$ cat src/rtl/fb_write_arbiter.sv
// Frame buffer write-port arbiter: single brush pixel writes in idle, or a full-frame
// clear sweep (one write per cycle) followed by a one-cycle done pulse.
module fb_write_arbiter #(
   parameter int unsigned H_PIXELS    = 640,
   parameter int unsigned V_PIXELS    = 360,
   parameter int unsigned COLOR_WIDTH = 4
) (
   input  logic                   pixel_clk_in,
   input  logic                   rst_in,
   input  logic                   clear_in,
   input  logic [COLOR_WIDTH-1:0] clear_color_in,
   input  logic                   brush_valid_in,
   input  logic [9:0]             brush_x_in,
   input  logic [8:0]             brush_y_in,
   input  logic [COLOR_WIDTH-1:0] brush_color_in,
   output logic                   brush_ready_out,
   output logic                   wr_en_out,
   output logic [17:0]            wr_addr_out,
   output logic [COLOR_WIDTH-1:0] wr_data_out,
   output logic                   busy_out,
   output logic                   clear_done_out
);

   localparam logic [17:0] HWidth   = 18'(H_PIXELS);
   localparam logic [17:0] LastAddr = 18'(H_PIXELS * V_PIXELS - 1);

   typedef enum logic [1:0] {IDLE, CLEAR, DONE} state_t;

   state_t                 state;
   logic [17:0]            count;
   logic [COLOR_WIDTH-1:0] color;

   logic [17:0] x_ext;
   logic [17:0] y_ext;
   logic [17:0] brush_addr;
   logic        brush_in_range;
   logic        brush_accept;

   always_comb begin
      x_ext          = {8'd0, brush_x_in};
      y_ext          = {9'd0, brush_y_in};
      brush_addr     = x_ext + HWidth * y_ext;
      brush_in_range = ({22'd0, brush_x_in} < H_PIXELS) && ({23'd0, brush_y_in} < V_PIXELS);
      // Reset also blocks acceptance so nothing is handshaken while held in reset.
      brush_ready_out = (state == IDLE) && !clear_in && !rst_in;
      brush_accept    = brush_valid_in && brush_ready_out;
   end

   always_ff @(posedge pixel_clk_in) begin
      if (rst_in) begin
         state          <= IDLE;
         count          <= '0;
         color          <= '0;
         wr_en_out      <= 1'b0;
         wr_addr_out    <= '0;
         wr_data_out    <= '0;
         busy_out       <= 1'b0;
         clear_done_out <= 1'b0;
      end else begin
         unique case (state)
            IDLE: begin
               clear_done_out <= 1'b0;
               if (clear_in) begin
                  // Address 0 goes out immediately; count tracks the address on the port.
                  state       <= CLEAR;
                  count       <= '0;
                  color       <= clear_color_in;
                  wr_en_out   <= 1'b1;
                  wr_addr_out <= '0;
                  wr_data_out <= clear_color_in;
                  busy_out    <= 1'b1;
               end else if (brush_accept) begin
                  wr_en_out   <= brush_in_range;
                  wr_addr_out <= brush_addr;
                  wr_data_out <= brush_color_in;
                  busy_out    <= 1'b0;
               end else begin
                  wr_en_out <= 1'b0;
                  busy_out  <= 1'b0;
               end
            end
            CLEAR: begin
               if (count == LastAddr) begin
                  state          <= DONE;
                  wr_en_out      <= 1'b0;
                  busy_out       <= 1'b0;
                  clear_done_out <= 1'b1;
               end else begin
                  count       <= count + 18'd1;
                  wr_en_out   <= 1'b1;
                  wr_addr_out <= count + 18'd1;
                  wr_data_out <= color;
                  busy_out    <= 1'b1;
               end
            end
            DONE: begin
               state          <= IDLE;
               wr_en_out      <= 1'b0;
               busy_out       <= 1'b0;
               clear_done_out <= 1'b0;
            end
            default: begin
               state          <= IDLE;
               wr_en_out      <= 1'b0;
               busy_out       <= 1'b0;
               clear_done_out <= 1'b0;
            end
         endcase
      end
   end

endmodule

$ cat config.mk
export PLATFORM = sky130hd
export DESIGN_NAME = fb_write_arbiter
export DESIGN_NICKNAME = d
export VERILOG_FILES = /design/src/rtl/fb_write_arbiter.sv
export SDC_FILE = /design/constraint.sdc
export NUM_CORES = 1
export LEC_CHECK = 0
export ABC_AREA = 1
export BUFFER_PORTS_ARGS = -buffer_cell sky130_fd_sc_hd__buf_2
export CAP_MARGIN = 10
export CORE_ASPECT_RATIO = 0.5
export CORE_UTILIZATION = 50
export DETAILED_ROUTE_END_ITERATION = 10
export PLACE_DENSITY = 0.73
export REMOVE_ABC_BUFFERS = 1
export SETUP_SLACK_MARGIN = 0.5
export SLEW_MARGIN = 10
export SYNTH_ARGS = -nofsm -noshare
export SYNTH_HDL_FRONTEND = slang
export SYNTH_SLANG_ARGS = --single-unit
$ cat constraint.sdc
create_clock -name pixel_clk_in -period 2.7 [get_ports pixel_clk_in]
set_input_delay 0.405 -clock pixel_clk_in [delete_from_list [all_inputs] [get_ports pixel_clk_in]]
set_output_delay 0.405 -clock pixel_clk_in [all_outputs]
set_load 0.02 [all_outputs]
Yosys cells after proc, flatten, opt, wreduce, memory -nomap -nowiden
Index checks and enable logic that the tools add are counted.
- reductions and logical operators: 13
- divide/modulo/power cells: 0
- bitwise logic cells: 1
- multipliers: 1
- shift-type cells: 0
- magnitude comparators: 2
- mux-type cells: 19
- equal/unequal tests: 6
- $add $sub $neg: 2
- operators by type and width (cell ; count):
    18-bit 2-to-1 mux ; 4
    18-bit one-hot mux with 2 select lines ; 2
    10-bit by 18-bit adder with 18-bit output ; 1
    18-bit by 1-bit adder with 18-bit output, second input constant ; 1
    18-bit == test, second input constant ; 1
    4-bit 2-to-1 mux ; 3
    3-bit by 9-bit multiplier with 11-bit output, first input constant ; 1
    10-bit < comparator, second input constant ; 1
    9-bit < comparator, second input constant ; 1
    4-bit one-hot mux with 2 select lines ; 1
    2-bit inequality test, second input constant ; 3
    3-bit AND reduction ; 2
    1-bit logical AND ; 4
    1-bit 2-to-1 mux ; 4
    2-bit 2-to-1 mux ; 2
    1-bit one-hot mux with 2 select lines ; 2
    2-bit one-hot mux with 2 select lines ; 1
    2-bit AND reduction ; 2
    3-bit inequality test, second input constant ; 1
    2-bit by 1-bit == test with 1-bit output, second input constant ; 1
    1-bit logical NOT ; 2
    2-bit logical NOT ; 1
    2-bit nonzero test ; 1
    2-bit OR reduction ; 1
    1-bit inverter ; 1
- input bits: 31
- register bits after elaboration: 49
- latch bits: 0
- memories: 0
- memory bits (writable): 0
- word-level logic and storage cells: 52
- ROM bits: 0

Logic depth before layout (Yosys ltp)
- depth in word-level cells: 7
- depth in mapped cells: 14

Worst setup path before layout
Ideal clock, no wire load.
- path type: input to register
- start: input brush_y_in[1]
- end: register wr_addr_out[16]
- stages on the path: 13
- arrival time: 2288 ps
- required time: 2634 ps
- setup slack: 346 ps
- setup time: 66 ps
- path through: ha_1 -> ha_1 -> fa_1 -> nand2_1 -> inv_1 -> nand4_1 -> a21oi_1 -> nand2_1 -> nor2_1 -> nand2_1 -> nand2_1 -> nand3_1 -> a21oi_2
- cells in the longest elaborated chain, start to end: 5
- ends and longest elaborated chain (item ; RTL line ; source):
    start, declared ; 14 ; input logic [8:0] brush_y_in,
    3-bit by 9-bit multiplier with 11-bit output ; 42 ; brush_addr = x_ext + HWidth * y_ext;
    10-bit by 18-bit adder with 18-bit output ; 42 ;
    18-bit 2-to-1 mux ; 72 ; end else if (brush_accept) begin
    18-bit 2-to-1 mux ; 63 ; if (clear_in) begin
    18-bit one-hot mux with 2 select lines ; 60 ; unique case (state)
    end signal, assigned ; 74 ; wr_addr_out <= brush_addr;
    end signal, assigned ; 91 ; wr_addr_out <= count + 18'd1;
    end, declared ; 18 ; output logic [17:0] wr_addr_out,
No other way between the ends. The select of a mux whose other input is x is not followed.
A chain may end at the register's enable or synchronous reset.

Worst setup path in the final report
- start: input brush_y_in[3]
- end: register wr_addr_out[14]
The elaborated chain is that of the path after synthesis.

==> impl_metrics.yaml <==
logic_synthesis:
  avgSynthCellArea_um2: 6.65
  seq_area_frac_synth_pct: 31.9
  async_flop_share_pct: 0
  synth_area_um2: 3070
  synth_edf_count: 0
  ys_seq_elements: 49
  yosysUniqueCellTypes: 36
  synthCells: 462
  synthFlopType: "dfxtp_1"
  yosysWarnings: 0
setup_path:
  crit_path_max_incr_delay_ns: 0.51
  critPathArrivalTime_ns: 2.36
  timing.critical_path.mode_cell: "nand2_1"
  crit_type: "in2reg"
  critPathLaunchType: "primary input"
  crit_required_ns: 2.89
  r2r-start: "count[0]$_SDFFE_PP0P_"
  timing.rr.end: "count[14]$_SDFFE_PP0P_"
  reg2reg_depth: 9
  slowest_stage: "fa_1"
  endpoint_kind: "flip-flop"
  crit_chain: "buf_8 > ha_4 > ha_4 > fa_1 > nand2_1 > inv_2 > nand4_1 > a21oi_2 > nand2_1 > nor2_2 > nor2_1 > nand2_1 > nand3_1 > nand2_1 > inv_1"
  worst-path-max-fanout: 3
  r2r_slack_ns: 0.72
power:
  vdd_drop_max_mv: 0.337
  power_density_nw_per_um2: 570
  leakagePower_nw: 1.79
cts:
  numCtsBuffers: 5
  clkTransAtPathRegs_ns: 0.07
  cts_hold_buffers: 0
  cts_tree: "built"
  insertion_delay_ns: 0.29
  cts_buffer_depth: 2
  root_buffer: "clkbuf_16"
  cts.sinks: 49
  htree_levels: 2
status:
  outcome: "finished, final reports clean"
timing:
  slew_violations: 0
  hold_viol: 0
  worstMarginPinSlew_ns: 0.431
  setup_tns_ns: 0
  slew_headroom_pct: 70.9
  rsz0062_at_grt: "true"
  period_share_pct: 80.6
  finalCriticalPeriod_ns: 2.17
  fin_skew_ns: 0.00582
  setup_violations: 0
  setup_slack_ns: 0.525
  max_freq_mhz: 460
floorplanning:
  chipHeight_um: 57.4
  start_util_pct: 53.9
  rows: 19
  core_um2: 5710
  die_area_um2: 6480
  num_io_pins: 57
  die_w_um: 113
placement:
  post-dp-hpwl_mm: 5.47
  globalplace.congestion: 0.867
  io_buffer_count: 56
  pre_cts_ws_ns: 0.0407
layout:
  multi_input_area_um2: 1890
  layout-drive-gt1-share_pct: 19.8
  antenna_cells: 0
  fin_util_pct: 65.1
  syn2layout_area_growth_pct: 20.9
  layout_common_cells: "113 x nand2_1, 54 x buf_2, 48 x dfxtp_1"
  final_nets: 570
  layout_commonest_cell: "nand2_1"
  regArea_um2: 982
  fill_cells: 548
routing:
  postRouteWirelength_mm: 7.69
  via_per_inst: 5.34
  drc_errors: 0
  drt_iter0_drc: 258
  firstDrtPassIters: 4
  wire_per_inst_um: 13.0
  ant_nets: 0
  route.vias.total: 3165
global_route:
  grt_pass1_wl_mm: 12.9
  gr-total-overflow: 0
  grt_use_total_pct: 24.8
  grt_max_degree: 41
  antenna_found_initial: 0
  grt_pass1_vias: 2763
hold_path:
  hold_path.class: "in2reg"
  min_to: "wr_addr_out[5]$_SDFFE_PP0P_"
  min-delay-start: "brush_x_in[5]"
  min_delay_path_depth: 3
job:
  maxCapViolations: 0
how the worst max path moves through the flow:
stage	start	endpoint	slack [ns]	depth (start not counted)
finish	brush_y_in[3]	wr_addr_out[14]$_SDFFE_PP0P_	0.53	15
global route	brush_y_in[3]	wr_addr_out[16]$_SDFFE_PP0P_	0.38	14
CTS	brush_y_in[1]	wr_addr_out[16]$_SDFFE_PP0P_	0.50	14
detailed placement	brush_y_in[1]	wr_addr_out[14]$_SDFFE_PP0P_	0.04	15
global placement	brush_y_in[1]	wr_addr_out[14]$_SDFFE_PP0P_	0.10	15
floorplan	brush_y_in[1]	wr_addr_out[16]$_SDFFE_PP0P_	0.33	13
flip-flops by register name, indices dropped and copies added (netlist names):
register	cells
count	18
wr_addr_out	18
color	4
wr_data_out	4
state	2
busy_out	1
clear_done_out	1
wr_en_out	1
report_power, final:
part | switching, W | total (W) | leakage, nW | internal, W
Sequential | 0.0000361 | 0.000813 | 0.403 | 0.000777
Combinational | 0.000319 | 0.000515 | 1.30 | 0.000195
Clock | 0.000263 | 0.000792 | 0.0938 | 0.000529
cell usage after synthesis (2+ instances only):
library cell	number	area (um^2)
nand2_1	113	424
dfxtp_1	49	981
nor2_1	48	180
inv_1	45	169
nand3_1	42	210
a21oi_1	31	155
o21ai_0	27	135
ha_1	18	225
o21ai_1	15	75.1
nand4_1	12	75.1
clkbuf_1	9	33.8
a31oi_1	7	43.8
buf_2	6	30.0
nor3_1	6	30.0
a211oi_2	4	50.1
inv_2	4	15.0
a21oi_2	2	17.5
a31o_2	2	17.5
fa_1	2	40.0
nand2_2	2	12.5
nand3b_1	2	15.0
o211a_1	2	20.0
per-layer routing:
metal / up-vias / GRT usage (%) / wire (um)
li1: 1665 / - / -
met1: 1401 / 35.9 / 3810
met2: 93 / 40.1 / 3240
met3: 6 / 3.61 / 609
met4: 0 / 4.14 / 36
met5: - / 0 / 0
final cells by class:
| type | instances | share of cell area [%] |
|---|---|---|
| Multi-Input combinational cell | 348 | 51.0 |
| Timing Repair Buffer | 66 | 10.0 |
| Sequential cell | 49 | 26.4 |
| Clock buffer | 5 | 3.37 |
| Clock inverter | 3 | 1.75 |
| Inverter | 49 | 5.02 |
| Tap cell | 73 | 2.46 |
through the flow:
stage | hold WS [ns] | cells | power, W | cell area [um^2]
after global placement | 0.447 | 581 | 0.00130 | 3410
after floorplan | 0.432 | 446 | 0.00115 | 3000
after global routing | 0.386 | 593 | 0.00223 | 3720
final | 0.374 | 593 | 0.00212 | 3720
after detailed placement | 0.456 | 581 | 0.00131 | 3410
after CTS | 0.372 | 591 | 0.00212 | 3660
critical path: cells and delay by family:
kind,cells,cell delay [ns]
AOI/OAI and AO/OA,1,0.17
adders and majority gates,3,0.91
and+or+nand+nor,8,0.66
buffers and inverters,3,0.19
timing repair:
action	in CTS	in global routing
buffers inserted	2	2
gates resized for setup	7	11
endpoints found under the setup margin	17	25
cloned	0	0
pin swaps	5	14
kinds of logic after synthesis:
group | Yosys count | synth area share, %
compound gates | 96 | 18.2
simple gates | 231 | 32.5
flops | 49 | 31.9
fa+ha+maj | 20 | 8.63
buf+inv | 65 | 8.43
xor+xnor | 1 | 0.285
(Power assumes the default switching activity.)
